**config.mk**
```make
export PLATFORM = sky130hd
export DESIGN_NAME = lc3_pc_unit
export DESIGN_NICKNAME = d
export VERILOG_FILES = /design/src/rtl/lc3_pc_unit.sv
export SDC_FILE = /design/constraint.sdc
export NUM_CORES = 1
export LEC_CHECK = 0
export CAP_MARGIN = 20
export CORE_MARGIN = 2
export CORE_UTILIZATION = 30
export CTS_BUF_LIST = sky130_fd_sc_hd__clkbuf_16
export DETAILED_ROUTE_END_ITERATION = 10
export GPL_TIMING_DRIVEN = 0
export SLEW_MARGIN = 40
export SYNTH_ARGS = -nofsm -noshare
export SYNTH_HDL_FRONTEND = slang
export SYNTH_SLANG_ARGS = --single-unit
```
**constraint.sdc**
```tcl
create_clock -name clk -period 3.66 [get_ports clk]
set_input_delay 0.366 -clock clk [delete_from_list [all_inputs] [get_ports clk]]
set_output_delay 0.366 -clock clk [all_outputs]
set_load 0.02 [all_outputs]
```
**src/rtl/lc3_pc_unit.sv**
```systemverilog
// LC-3 program-counter stage: fetch increment plus BR/JMP/JSR/JSRR target
// resolution with an R7 link write, driven by a start/done handshake.
module lc3_pc_unit #(
    parameter logic [15:0] RESET_PC = 16'h3000
) (
    input  logic        clk,
    input  logic        rst,
    input  logic        inc,
    input  logic        start,
    input  logic [15:0] ir,
    input  logic [15:0] sext9,
    input  logic [15:0] sext11,
    input  logic [15:0] base_r,
    input  logic [2:0]  nzp,
    output logic [15:0] pc,
    output logic        busy,
    output logic        done,
    output logic        r7_we,
    output logic [15:0] r7_data
);

    typedef enum logic [1:0] {
        S_IDLE,
        S_EVAL,
        S_LINK,
        S_DONE
    } state_e;

    localparam logic [3:0] OP_BR  = 4'b0000;
    localparam logic [3:0] OP_JSR = 4'b0100;
    localparam logic [3:0] OP_JMP = 4'b1100;

    state_e      state_q,   state_d;
    logic [15:0] pc_q,      pc_d;
    logic [6:0]  ir_q,      ir_d;       // ir[15:9]: opcode plus cond / JSR-vs-JSRR bits
    logic [15:0] sext9_q,   sext9_d;
    logic [15:0] sext11_q,  sext11_d;
    logic [15:0] base_r_q,  base_r_d;
    logic [2:0]  nzp_q,     nzp_d;
    logic [15:0] link_pc_q, link_pc_d;
    logic [15:0] target_q,  target_d;
    logic [15:0] r7_data_q, r7_data_d;

    // BaseR index bits are resolved by the register file, not here.
    logic ir_unused;
    assign ir_unused = ^ir[8:0];

    always_comb begin
        state_d   = state_q;
        pc_d      = pc_q;
        ir_d      = ir_q;
        sext9_d   = sext9_q;
        sext11_d  = sext11_q;
        base_r_d  = base_r_q;
        nzp_d     = nzp_q;
        link_pc_d = link_pc_q;
        target_d  = target_q;
        r7_data_d = r7_data_q;

        case (state_q)
            S_IDLE: begin
                if (start) begin
                    ir_d      = ir[15:9];
                    sext9_d   = sext9;
                    sext11_d  = sext11;
                    base_r_d  = base_r;
                    nzp_d     = nzp;
                    link_pc_d = pc_q;
                    state_d   = S_EVAL;
                end else if (inc) begin
                    pc_d = pc_q + 16'd1;
                end
            end
            S_EVAL: begin
                state_d = S_DONE;
                case (ir_q[6:3])
                    OP_BR: begin
                        if ((ir_q[2:0] & nzp_q) != 3'b000) begin
                            pc_d = link_pc_q + sext9_q;
                        end
                    end
                    OP_JMP: pc_d = base_r_q;
                    OP_JSR: begin
                        // Target latched before R7 is written so JSRR R7 uses the old R7.
                        target_d  = ir_q[2] ? (link_pc_q + sext11_q) : base_r_q;
                        r7_data_d = link_pc_q;
                        state_d   = S_LINK;
                    end
                    default: ;
                endcase
            end
            S_LINK: begin
                pc_d    = target_q;
                state_d = S_DONE;
            end
            S_DONE: state_d = S_IDLE;
            default: state_d = S_IDLE;
        endcase
    end

    always_ff @(posedge clk) begin
        if (rst) begin
            state_q   <= S_IDLE;
            pc_q      <= RESET_PC;
            ir_q      <= '0;
            sext9_q   <= '0;
            sext11_q  <= '0;
            base_r_q  <= '0;
            nzp_q     <= '0;
            link_pc_q <= '0;
            target_q  <= '0;
            r7_data_q <= '0;
        end else begin
            state_q   <= state_d;
            pc_q      <= pc_d;
            ir_q      <= ir_d;
            sext9_q   <= sext9_d;
            sext11_q  <= sext11_d;
            base_r_q  <= base_r_d;
            nzp_q     <= nzp_d;
            link_pc_q <= link_pc_d;
            target_q  <= target_d;
            r7_data_q <= r7_data_d;
        end
    end

    assign pc      = pc_q;
    assign busy    = (state_q != S_IDLE);
    assign done    = (state_q == S_DONE);
    assign r7_we   = (state_q == S_LINK);
    assign r7_data = r7_data_q;

endmodule

```
[Yosys cells after proc, flatten, opt, wreduce, memory -nomap -nowiden]
Index checks and enable logic that the tools add are counted.
Word-level totals
  bits in registers: 124
  bits in latches: 0
  RAM bits: 0
  ROM bits: 0
  input bits: 71
  output and inout bits: 35
  word-level logic and storage cells: 41
  memories kept: 0
Operators by class
  add/subtract/negate cells: 3
  $mul: 0
  divide/modulo/power cells: 0
  $lt $le $gt $ge: 0
  eq/ne operators: 10
  shift-type cells: 0
  mux-type cells: 9
  bitwise logic cells: 1
  reductions and logical operators: 8
Operator list (count)
  two-way mux 16 bit: 4
  one-hot mux 16 bit (3 select lines): 1
  adder 16 bit: 2
  one-hot mux 16 bit (2 select lines): 1
  adder 16 x 1 -> 16 bit, second input constant: 1
  one-hot mux 2 bit (4 select lines): 1
  != test 2 bit, second input constant: 3
  nonzero test 3 bit: 2
  AND reduction 5 bit: 1
  == test 2 bit, second input constant: 2
  == test 4 x 3 -> 1 bit, second input constant: 1
  == test 4 bit, second input constant: 1
  zero test 4 bit: 1
  AND reduction 2 bit: 2
  bitwise AND 3 bit: 1
  != test 3 x 2 -> 1 bit, second input constant: 1
  != test 3 bit, second input constant: 1
  == test 2 x 1 -> 1 bit, second input constant: 1
  zero test 2 bit: 1
  two-way mux 2 bit: 1
  nonzero test 2 bit: 1
  two-way mux 1 bit: 1

[Longest topological paths before layout]
  depth in word-level cells: 5
  depth in mapped cells: 9
  depth with buffers taken out: 9

[Least setup slack after synthesis]
OpenSTA, ideal clock, no wires.
  path type: reg-to-reg
  start point: register link_pc_q[0]
  end point: register pc_q[12], in the netlist pc[12]
  setup time: 0.134 ns
  data arrival time: 2.118 ns
  required time: 3.526 ns
  slack: 1.408 ns
  cell stages (with the launch flop): 9
  path buffers: 0
  period minus slack after synthesis: 2.252 ns
  cell sequence: dfxtp_1 -> ha_1 -> fa_1 -> a211oi_1 -> o21ai_0 -> a211oi_1 -> xnor2_1 -> a211oi_1 -> o21ai_0
On the way
  longest elaborated chain between the ends: 4
Ends and longest elaborated chain
  start, declared: RTL line 40  | logic [15:0] link_pc_q, link_pc_d;
  start signal, assigned: RTL line 121  | link_pc_q <= link_pc_d;
  adder 16 bit: RTL line 79  | pc_d = link_pc_q + sext9_q;
  two-way mux 16 bit: RTL line 78  | if ((ir_q[2:0] & nzp_q) != 3'b000) begin
  one-hot mux 16 bit (2 select lines): RTL line 76  | case (ir_q[6:3])
  one-hot mux 16 bit (3 select lines): RTL line 60  | case (state_q)
  end signal, assigned: RTL line 115  | pc_q <= pc_d;
  end, declared: RTL line 34  | logic [15:0] pc_q, pc_d;
No other way between the ends. The select of a mux whose other input is x is not followed.
A chain may end at the register's enable or synchronous reset.

[Worst setup path after layout]
Ends and elaborated chain as after synthesis.

==> metrics.yaml <==
finish:
  seq_area_um2: 2480
  final_cell_mix: "nand2_1 (224), a21oi_1 (136), dfxtp_1 (124)"
  finalNonFillerCells: 1294
  drive_above_1_share: 0.0387
  diodes: 0
  layout.core_utilization: 0.385
  areaGrowthSynthToFinish_pct: 26.9
  final_common_cell: "nand2_1"
  nets: 1108
  stdcell_area_um2: 8630
  multi_input_area_um2: 4040
  fillers: 2348
route:
  drt_pass1_iterations: 5
  routed_wl_um: 23000
  drc_errors: 0
  vias: 6773
  drt_iter0_drc: 526
  wl_per_cell_um: 17.8
  avgViaCountPerCell: 5.23
  drtAntennaViolNets: 0
floorplanning:
  die_h_um: 155
  die_w_um: 155
  rows: 55
  core_area_um2: 22400
  pin_count: 106
  dieArea_um2: 23900
  start_util: 0.303
timing:
  setup_tns_ns: 0
  rsz0062_at_grt: "false"
  finClkSkew_ns: 0.00918
  timing.max_slew.rel_slack: 0.487
  setup_slack_ns: 0.789
  max_freq_mhz: 348
  min_period_ns: 2.87
  setup_viol: 0
  hold_viol_final: 0
  worst_pin_slew_ns: 0.770
  min_period_over_period: 0.784
  slew_violations: 0
place:
  placedCellCount: 1265
  dp_hpwl_um: 17800
  place_congestion: 0.929
  placedInstanceArea_um2: 8120
  numPortBuffers: 96
  post-place-ws_ns: 0.830
clock_network:
  worstSkewPairLatency_ns: 0.43
  clock_sinks: 124
  cts_setup_buffers: 0
  cts_tree: "yes"
  root_buffer: "clkbuf_16"
  numCtsBuffers: 17
  postCtsHoldBufs: 0
  clk_path_buf_depth: 2
  h-tree-depth: 4
  cts_resized: 0
  clk_pin_slew_ns: 0.06
setup_path:
  start_kind: "flip-flop"
  end_kind: "flip-flop"
  slowest_stage: "a211oi_1"
  critPathMostFrequentCell: "a211oi_1"
  path_class: "reg -> reg"
  path_cells: "ha_1, fa_1, a211oi_1, o21ai_0, a211oi_1, xnor2_1, a211oi_1, o21ai_0"
  arrival_ns: 3.15
  max_stage_delay_ns: 0.44
  cp_max_fo: 4
  worst_ep_required_time_ns: 3.94
global_route:
  grt_pass1_wl_um: 35100
  grt_max_degree: 17
  grt.total_usage: 0.192
  antenna_found_initial: 0
  grt_pass1_vias: 6236
  grt.overflow.total: 0
status:
  outcome: "finished, final reports clean"
yosys:
  async_flop_share: 0
  yosysWarningCount: 0
  yosysSeqAreaShare: 0.365
  synth-edff-count: 0
  synth.distinct_cells: 66
  synth_flop_cell: "dfxtp_1"
  synth_seq_cells: 124
  syn_area_um2: 6800
  synthCells: 884
  syn_avg_cell_area_um2: 7.69
  syn-num-nets: 993
pwr:
  power.density_nw_per_um2: 641
  cellLeakagePower_uw: 0.00316
  ir_worst_vdd_uv: 274
run:
  maxCapViolCount: 0
min_path:
  hp-class: "reg -> reg"
[area by class of cell]
class,instances,area share
multi-input cells,691,0.469
flip-flops and latches,124,0.288
repair buffers,96,0.111
clock buffers,17,0.0493
well taps,285,0.0413
plain buffers,58,0.0268
clock inverters,12,0.0100
inverters,11,0.00479
[final timing paths]
path                                   start  slack (ns)  depth (start not counted)       end
worst max register to register  link_pc_q[0]        0.79                          8    pc[12]
worst min register to register      nzp_q[0]        0.46                          2  nzp_q[0]
worst min-delay path                nzp_q[0]        0.46                          2  nzp_q[0]
worst max-delay path            link_pc_q[0]        0.79                          8    pc[12]
[worst max-delay path, delay by kind of cell (launching register included)]
family / cells / cell delay (ns)
adder cells (fa/ha/maj): 2 / 0.68
AO/OA/AOI/OAI: 5 / 1.57
flip-flops: 1 / 0.37
XOR/XNOR: 1 / 0.11
[stage by stage]
stage | total power [uW] | hold slack (ns)
6_report | 5530 | 0.457
5_1_grt | 5850 | 0.473
4_1_cts | 5520 | 0.460
3_5_place_dp | 4010 | 0.452
3_3_place_gp | 3990 | 0.445
2_1_floorplan | 3190 | 0.432
[synth_stat cells (9+ instances only)]
cell type	number	area share
a211oi_1	14	0.015
a21o_1	12	0.013
a21oi_1	136	0.10
buf_1	9	0.0050
clkbuf_1	44	0.024
dfxtp_1	124	0.37
ha_1	36	0.066
inv_1	10	0.0055
mux2i_1	12	0.018
nand2_1	224	0.12
nand3_1	21	0.015
nor2_1	23	0.013
o21ai_0	37	0.027
xnor2_1	13	0.017
[state kept, by name, indices dropped and copies added, names as in the netlist]
register   flops
nzp_q          3
pc            16
state_q        2
target_q      16
sext9_q       16
r7_data       16
ir_q           7
base_r_q      16
sext11_q      16
link_pc_q     16
[routing by layer]
layer | GRT usage | vias to the layer above | routed length (um)
met2 | 0.307 | 219 | 10400
met4 | 0.0613 | 0 | 538
met3 | 0.0431 | 32 | 1510
met1 | 0.259 | 3131 | 10600
li1 | - | 3391 | -
met5 | 0 | - | 0
[kinds of logic (layout without fill, tap and decap cells)]
logic type,count (synthesis),after routing,share of synthesized area
flops,124,124,0.365
simple gates,334,334,0.218
xor+xnor,19,19,0.0245
mux,13,13,0.0193
buf+inv,69,194,0.0399
compound gates,287,287,0.261
fa+ha+maj,38,38,0.0722
[power by group]
part	switching, uW	internal, uW
Combinational	1360	789
Clock	614	903
Sequential	283	1580
No activity file was read; power rests on OpenSTA's default activity.
